## config.mk

```make
export PLATFORM = sky130hd
export DESIGN_NAME = regfile_wb_arbiter
export DESIGN_NICKNAME = d
export VERILOG_FILES = /design/src/rtl/regfile_wb_arbiter.sv
export SDC_FILE = /design/constraint.sdc
export NUM_CORES = 1
export LEC_CHECK = 0
export CAP_MARGIN = 40
export CORE_MARGIN = 2
export CORE_UTILIZATION = 55
export CTS_BUF_LIST = sky130_fd_sc_hd__clkbuf_4
export DETAILED_ROUTE_END_ITERATION = 8
export DONT_BUFFER_PORTS = 1
export PLACE_DENSITY = 0.7
export SYNTH_ARGS = -nofsm -noshare
export SYNTH_HDL_FRONTEND = slang
export SYNTH_SLANG_ARGS = --single-unit
```

## constraint.sdc

```tcl
create_clock -name clk -period 4.44 [get_ports clk]
set_input_delay 0.444 -clock clk [delete_from_list [all_inputs] [get_ports clk]]
set_output_delay 0.444 -clock clk [all_outputs]
set_load 0.05 [all_outputs]
```

## src/rtl/regfile_wb_arbiter.sv

```systemverilog
// Round-robin arbiter sharing one register-file write port among NREQ writeback sources.
// Define RF_ARB_FIXED_PRIO_EN for fixed priority (lowest valid index wins, no rr pointer).
module regfile_wb_arbiter #(
  parameter  int NREQ  = 3,
  localparam int IDX_W = $clog2(NREQ)
) (
  input  logic              clk,
  input  logic              rst_n,
  input  logic [NREQ-1:0]   req_valid,
  input  logic [NREQ*5-1:0] req_adr,
  input  logic [NREQ*32-1:0] req_data,
  output logic [NREQ-1:0]   req_ready,
  input  logic              stall,
  output logic              rf_en,
  output logic [4:0]        rf_w_adr,
  output logic [31:0]       rf_w_data,
  input  logic [4:0]        adr1,
  input  logic [4:0]        adr2,
  output logic              hit1,
  output logic              hit2
);

  logic [4:0]       adr_a  [NREQ];
  logic [31:0]      data_a [NREQ];
  logic [IDX_W-1:0] rr_ptr, gidx, scan;
  logic [IDX_W:0]   sum;
  logic             xfer;

  for (genvar i = 0; i < NREQ; i++) begin : g_unpack
    assign adr_a[i]  = req_adr[5*i +: 5];
    assign data_a[i] = req_data[32*i +: 32];
  end

  // Scan from rr_ptr upward with explicit wrap; a grant always implies valid,
  // so xfer doubles as the transfer strobe for the output stage.
  always_comb begin
    req_ready = '0;
    xfer      = 1'b0;
    gidx      = '0;
    sum       = '0;
    scan      = '0;
    if (rst_n && !stall) begin
      for (int k = 0; k < NREQ; k++) begin
        sum = {1'b0, rr_ptr} + (IDX_W+1)'(k);
        if (sum >= (IDX_W+1)'(NREQ)) sum = sum - (IDX_W+1)'(NREQ);
        scan = sum[IDX_W-1:0];
        if (!xfer && req_valid[scan]) begin
          req_ready[scan] = 1'b1;
          xfer            = 1'b1;
          gidx            = scan;
        end
      end
    end
  end

  always_ff @(posedge clk or negedge rst_n) begin
    if (!rst_n) begin
      rf_en     <= 1'b0;
      rf_w_adr  <= '0;
      rf_w_data <= '0;
    end else begin
      rf_en <= 1'b0;
      // x0 writes are consumed but never reach the port
      if (xfer && adr_a[gidx] != 5'd0) begin
        rf_en     <= 1'b1;
        rf_w_adr  <= adr_a[gidx];
        rf_w_data <= data_a[gidx];
      end
    end
  end

`ifdef RF_ARB_FIXED_PRIO_EN
  assign rr_ptr = '0;
`else
  always_ff @(posedge clk or negedge rst_n) begin
    if (!rst_n)
      rr_ptr <= '0;
    else if (xfer)
      rr_ptr <= (gidx == IDX_W'(NREQ-1)) ? '0 : gidx + 1'b1;
  end
`endif

  assign hit1 = rf_en && (rf_w_adr == adr1);
  assign hit2 = rf_en && (rf_w_adr == adr2);

endmodule

```

==> flow_summary.ini, run 1 <==
[drt]
drc = 0
detailroute.via_count = 2040
vias_per_cell = 6.99
routed_wirelength_um = 6180
first_iter_violations = 256
iteration_count_of_the_initial_detailed_routing_pass = 7
route.top_layer_used = met4
route.detailed.wl_per_inst_um = 21.2
detailroute.wirelength.met3_um = 644
met1_wire_length_um = 2420
met2_length_um = 3030
drt.antenna.violating_nets = 0

[finish]
areaGrowthSynthToFinish_pct = 6.02
seq_area_um2 = 1000
finalNetCount = 370
fin_area_um2 = 2710
multiInputGateArea_um2 = 1310
diodes = 0
layout.core_utilization_pct = 61.4
drive_gt1_share_pct = 11.3
n_fill_cell = 381

[logic_synthesis]
synth_top_family_by_area = compound AO/OA/AOI/OAI gates
synthMuxAreaShare_pct = 15.2
synthAdderAreaFrac_pct = 1.96
ys_seq_elements = 40
async_flop_share_pct = 100
post_synthesis_average_cell_area_um2 = 10.7
synth_xor_xnor_area_share_pct = 3.42
synth_compound_area_share_pct = 23.2
post-synth-top-area-fraction_pct = 39.1
synth_area_leader_cell = sky130_fd_sc_hd__dfrtp_1
synth-main-ff-cell = sky130_fd_sc_hd__dfrtp_1
ranking_of_synthesized_cells_by_instance_count = 40 x sky130_fd_sc_hd__dfrtp_1, 40 x sky130_fd_sc_hd__inv_1, 38 x sky130_fd_sc_hd__a222oi_1
synth_cell_types = 47
synth-edff-count = 0
nets_in_the_synthesized_netlist = 371
syn-cell-area_um2 = 2560
synthSimpleGateAreaFrac_pct = 5.58
post_synth_main_area_contributors = sky130_fd_sc_hd__dfrtp_1 39%, sky130_fd_sc_hd__a222oi_1 15%, sky130_fd_sc_hd__mux2i_1 13%
seq_area_frac_synth_pct = 39.1
synthesis.yosys.warnings = 0
syn-instance-count = 240

[clock_tree]
cts_buffers = 5
post_cts.resized_instances = 0
worstSkewPairLatency_ns = 0.35
clk_root_buffer_cell = sky130_fd_sc_hd__clkbuf_4
cts_setup_buffers = 0
clock_tree.buffer_depth = 2
clock_sink_count = 40
clock_tree.htree_level_count = 2
clk_pin_slew_ns = 0.13
tritoncts = built

[timing]
finalSetupViolations = 0
tightestPinTransition_ns = 0.894
rsz_0062_raised_after_global_routing = false
relSlewSlack_pct = 40.3
clock_skew_ns = 0.0190
setup-tns-final_ns = 0
finalWorstSetupSlack_ns = 0.622
max_clock_freq_mhz = 262
timing_hold_violations_final = 0
drv_slew = 0
final_min_period_over_clock_period_pct = 86.0
finalWorstPathRequiredPeriod_ns = 3.82

[critical_path]
cp-endpoint = rf_w_data[4]$_DFFE_PN0P_
worst_ep_required_time_ns = 4.65
reg2reg_to = rf_w_data[4]$_DFFE_PN0P_
timing.critical_path.cells = inv_1, ha_1, mux2i_4, a41oi_2, a311o_1, buf_4, a222oi_1, a41oi_4, buf_12, mux2i_1
timing.critical_path.from = rr_ptr[1]$_DFFE_PN0P_
setup.worst_path.class = flop to flop
worst-endpoint-arrival_ns = 4.03
end_kind = flop
rrSetupSlack_ns = 0.62
cp_slowest_cell = sky130_fd_sc_hd__a222oi_1
timing.critical_path.fanout_max = 22
worst-r2r-cell-count = 10
setup.worst_path.start_class = flop
max_stage_delay_ns = 0.66
regToRegStartpoint = rr_ptr[1]$_DFFE_PN0P_

[global_route]
global_route.overflow_total = 0
grt_max_degree = 41
grt_pass1_vias = 1929
initial_antenna_violation_count = 0
grtUsageTotal_pct = 22.6
grt_first_pass_wirelength_um = 9210

[floorplan]
design.core.area_um2 = 4410
floorplan.initialDensity_pct = 57.9
io_count = 170
die_h_um = 72.2
core.rowCount = 24
dieArea_um2 = 5210
die_w_um = 72.2

[job]
cap_viol_max_count = 0

[placement]
finalWeightedCongestion = 0.972
dp_slack_ns = 0.659
placed_cell_area_um2 = 2610
detailedPlacementHpwl_um = 4580
portBuffers = 0

[power_and_ir_drop]
irDropWorstVdd_mv = 0.437
power_leakage_nw = 1.16
powerDensity_nw_per_um2 = 831
power_w = 0.00225

[worst_hold_path]
worst_hold_path_type = primary input to flop

[outcome]
run_status = complete, no violations
==> state kept, by name (all words and copies together) (netlist names) <==
signal     flops
rf_en          1
rr_ptr         2
rf_w_adr       5
rf_w_data     32
==> power by group <==
| part | internal [W] | leakage (nW) | switching, W |
|---|---|---|---|
| Sequential | 0.000533 | 0.475 | 0.000784 |
| Clock | 0.000115 | 0.0403 | 0.000122 |
| Combinational | 0.000318 | 0.647 | 0.000381 |
| Total | 0.000967 | 1.16 | 0.00129 |
==> kinds of logic (layout without fill, tap and decap cells) <==
logic type      count (synthesis)  after routing
compound gates                 66             66
buf+inv                        59             59
simple gates                   24             24
fa+ha+maj                       4              4
flops                          40             40
mux                            37             37
xor+xnor                       10             10
==> cell usage in the layout, fill, tap and decap left out, types with 3 or more instances in the layout <==
master / count
sky130_fd_sc_hd__o21ai_0: 3
sky130_fd_sc_hd__xor2_1: 8
sky130_fd_sc_hd__dfrtp_1: 40
sky130_fd_sc_hd__clkbuf_4: 5
sky130_fd_sc_hd__ha_1: 4
sky130_fd_sc_hd__nand2_1: 3
sky130_fd_sc_hd__buf_4: 8
sky130_fd_sc_hd__a222oi_1: 38
sky130_fd_sc_hd__mux2i_1: 34
sky130_fd_sc_hd__nor2_1: 3
sky130_fd_sc_hd__inv_1: 40
sky130_fd_sc_hd__o22ai_1: 3
==> metal layers <==
layer  vias to the layer above  track usage [%]
li1                        916                -
met2                       138             38.7
met4                         0             6.50
met3                         8             5.97
met1                       978             28.0
met5                         -                0
==> final cells by class <==
type | instances | share of cell area [%]
tap | 52 | 2.40
clock inverter | 3 | 1.38
inverter | 40 | 5.54
multi-input combinational | 141 | 48.3
clock buffer | 5 | 1.38
sequential | 40 | 36.9
timing repair buffer | 11 | 4.06
==> worst min-delay path by stage <==
stage | startpoint | end | depth (start not counted)
floorplan | rst_n | rf_en$_DFF_PN0_ | 0
global placement | rst_n | rf_w_adr[2]$_DFFE_PN0P_ | 0
detailed placement | rst_n | rf_w_adr[2]$_DFFE_PN0P_ | 0
CTS | req_data[33] | rf_w_data[1]$_DFFE_PN0P_ | 2
global route | req_data[58] | rf_w_data[26]$_DFFE_PN0P_ | 2
finish | req_data[62] | rf_w_data[30]$_DFFE_PN0P_ | 2
==> metrics by stage <==
stage	instances	hold slack [ns]
detailed placement	282	0.149
finish	292	0.294
floorplan	240	0.148
global route	292	0.295
global placement	280	0.150
CTS	292	0.287
==> critical path: cells and delay by family, from the launching register on <==
family / cells / cell delay, ns
DFF: 1 / 0.43
buffers and inverters: 3 / 0.63
adders and majority gates: 1 / 0.36
AOI/OAI and AO/OA: 4 / 1.80
muxes: 2 / 0.44
==> repair_timing <==
item / 4_1_cts / 5_1_grt
hold buffers: 2 / 0
endpoints found under the hold margin: 40 / 0
endpoints found under the setup margin: 0 / 0
(Power assumes the default switching activity.)
==> inputs of run 2 (changes only) <==
PLACE_DENSITY = 0.75   (was 0.7)
==> run 2 against run 1 <==
Effect of this change: the run now ends with design-rule violations left; total power grew 0.45%; clock-buffer cell count did not move; sequential power is essentially flat; flip-flop and latch count unchanged; sequential share of layout area shrank 0.068 points; global-route usage rose by 2.4 points; combinational power increased by 0.6%; clock skew decreased by 0.0098 ns; setup slack improved by 0.12 ns; critical endpoint is now rf_w_data[1]$_DFFE_PN0P_; highest routed layer unchanged.
==> flow_summary.ini, run 2 (synthesis gave the netlist of run 1 again) <==
[outcome]
run_status = complete, but fails checks
failed_checks = design-rule violations

[global_route]
grt_max_degree = 41
globalRoute.busiestLayer = met2
globalRouteMet3Util_pct = 6.25
initial_antenna_violation_count = 0
global_route.overflow_total = 0
grtUsageTotal_pct = 24.9
groute.layer.met1.usage_pct = 30.5
grtUsageMet2_pct = 43.0
grt_first_pass_wirelength_um = 9850
grt_pass1_vias = 1998

[clock_tree]
cts_setup_buffers = 0
post_cts_hold_buffer_count = 2
worstSkewPairLatency_ns = 0.35
post_cts.resized_instances = 0
clk_pin_slew_ns = 0.13
clock_sink_count = 40
tritoncts = built
clock_tree.buffer_depth = 2
clk_root_buffer_cell = sky130_fd_sc_hd__clkbuf_4
cts_buffers = 5
clock_tree.htree_level_count = 2

[drt]
drt.antenna.violating_nets = 0
first_iter_violations = 332
detailroute.via_count = 2096
iteration_count_of_the_initial_detailed_routing_pass = 9
drc = 1
routed_wirelength_um = 6710
route.detailed.wl_per_inst_um = 23.0
vias_per_cell = 7.18

[worst_hold_path]
hold_start = req_data[61]
worst_hold_path_type = primary input to flop

[floorplan]
design.core.area_um2 = 4410
dieArea_um2 = 5210
core.rowCount = 24
die_w_um = 72.2
floorplan.initialDensity_pct = 57.9
io_count = 170
die_h_um = 72.2

[timing]
tightestPinTransition_ns = 0.878
rsz_0062_raised_after_global_routing = false
finalSetupViolations = 0
max_clock_freq_mhz = 271
clock_skew_ns = 0.00922
final_min_period_over_clock_period_pct = 83.2
timing_hold_violations_final = 0
drv_slew = 0
finalWorstPathRequiredPeriod_ns = 3.69
relSlewSlack_pct = 41.4
finalWorstSetupSlack_ns = 0.747
setup-tns-final_ns = 0

[critical_path]
timing.critical_path.fanout_max = 27
worst_ep_required_time_ns = 4.71
setup.worst_path.class = flop to flop
regToRegStartpoint = rr_ptr[1]$_DFFE_PN0P_
setup.worst_path.start_class = flop
end_kind = flop
timing.critical_path.from = rr_ptr[1]$_DFFE_PN0P_
worst-endpoint-arrival_ns = 3.97

[power_and_ir_drop]
powerDensity_nw_per_um2 = 834
power_leakage_nw = 1.16
irDropWorstVdd_mv = 0.428

[placement]
finalWeightedCongestion = 0.981
detailedPlacementHpwl_um = 4990
dp_slack_ns = 0.814
portBuffers = 0

[finish]
diodes = 0
finalNetCount = 370
largest_register_ffs = 32
largestRegisters = rf_w_data: 32 flops, rf_w_adr: 5 flops, rr_ptr: 2 flops
leading_cell_types_in_the_layout_fill_and_taps_excluded = 40 x sky130_fd_sc_hd__inv_1, 40 x sky130_fd_sc_hd__dfrtp_1, 38 x sky130_fd_sc_hd__a222oi_1, 34 x sky130_fd_sc_hd__mux2i_1
largest_register = rf_w_data
drive_gt1_share_pct = 11.7
areaGrowthSynthToFinish_pct = 6.21

[job]
cap_viol_max_count = 0
-- run 2: cell types whose count changed in the layout (fill, tap and decap cells not counted) --
cell                       previous run  this run
sky130_fd_sc_hd__clkinv_1             2         1
sky130_fd_sc_hd__clkinv_4             0         1
-- run 2: metrics by stage --
stage / cell area, um^2 / hold WS (ns) / util [%] / power [W] / cells
after floorplan: 2560 / 0.148 / - / 0.00187 / 240
after global placement: 2590 / 0.149 / 58.7 / 0.00199 / 280
after detailed placement: 2610 / 0.149 / 59.0 / 0.00202 / 282
after CTS: 2720 / 0.279 / 61.5 / 0.00228 / 292
after global routing: 2720 / 0.289 / 61.5 / 0.00239 / 292
final: 2720 / 0.294 / 61.5 / 0.00226 / 292
-- run 2: worst paths after layout --
| kind | to | slack [ns] | cells after the start |
|---|---|---|---|
| min reg2reg | rr_ptr[1]$_DFFE_PN0P_ | 0.56 | 1 |
| max | rf_w_data[1]$_DFFE_PN0P_ | 0.75 | 10 |
| min in group asynchronous | rf_w_data[1]$_DFFE_PN0P_ | 0.54 | 2 |
| min | rf_w_data[29]$_DFFE_PN0P_ | 0.29 | 2 |
| max reg2reg | rf_w_data[1]$_DFFE_PN0P_ | 0.75 | 10 |
| max in group asynchronous | rf_w_data[22]$_DFFE_PN0P_ | 3.69 | 2 |
-- run 2: layout make-up --
cell class              count  area (um^2)
fillers                   381         1700
flip-flops and latches     40         1000
well taps                  52         65.1
inverters                  40          150
clock inverters             3         42.5
repair buffers             11          110
clock buffers               5         37.5
multi-input cells         141         1310
-- run 2: critical path: stages, from the launching register on --
cell                       delay [ns]
sky130_fd_sc_hd__dfrtp_1         0.43
sky130_fd_sc_hd__inv_1           0.09
sky130_fd_sc_hd__ha_1            0.35
sky130_fd_sc_hd__mux2i_4         0.31
sky130_fd_sc_hd__a41oi_2         0.21
sky130_fd_sc_hd__a311o_1         0.38
sky130_fd_sc_hd__buf_4           0.22
sky130_fd_sc_hd__a222oi_1        0.73
sky130_fd_sc_hd__a41oi_4         0.39
sky130_fd_sc_hd__buf_12          0.29
sky130_fd_sc_hd__mux2i_1         0.21
-- run 2: metal layers --
layer | vias to the layer above | part of all wire, % | wire length (um)
met5 | - | 0 | 0
met2 | 173 | 50 | 3350
met1 | 981 | 36 | 2420
met4 | 0 | 2.7 | 178
met3 | 20 | 11 | 762
li1 | 922 | - | -
-- run 2: power by group --
group / leakage [nW] / switching, W / internal [W]
Clock: 0.0428 / 0.000126 / 0.000118
Combinational: 0.647 / 0.000386 / 0.000318
Sequential: 0.475 / 0.000784 / 0.000533
Total: 1.16 / 0.00130 / 0.000969
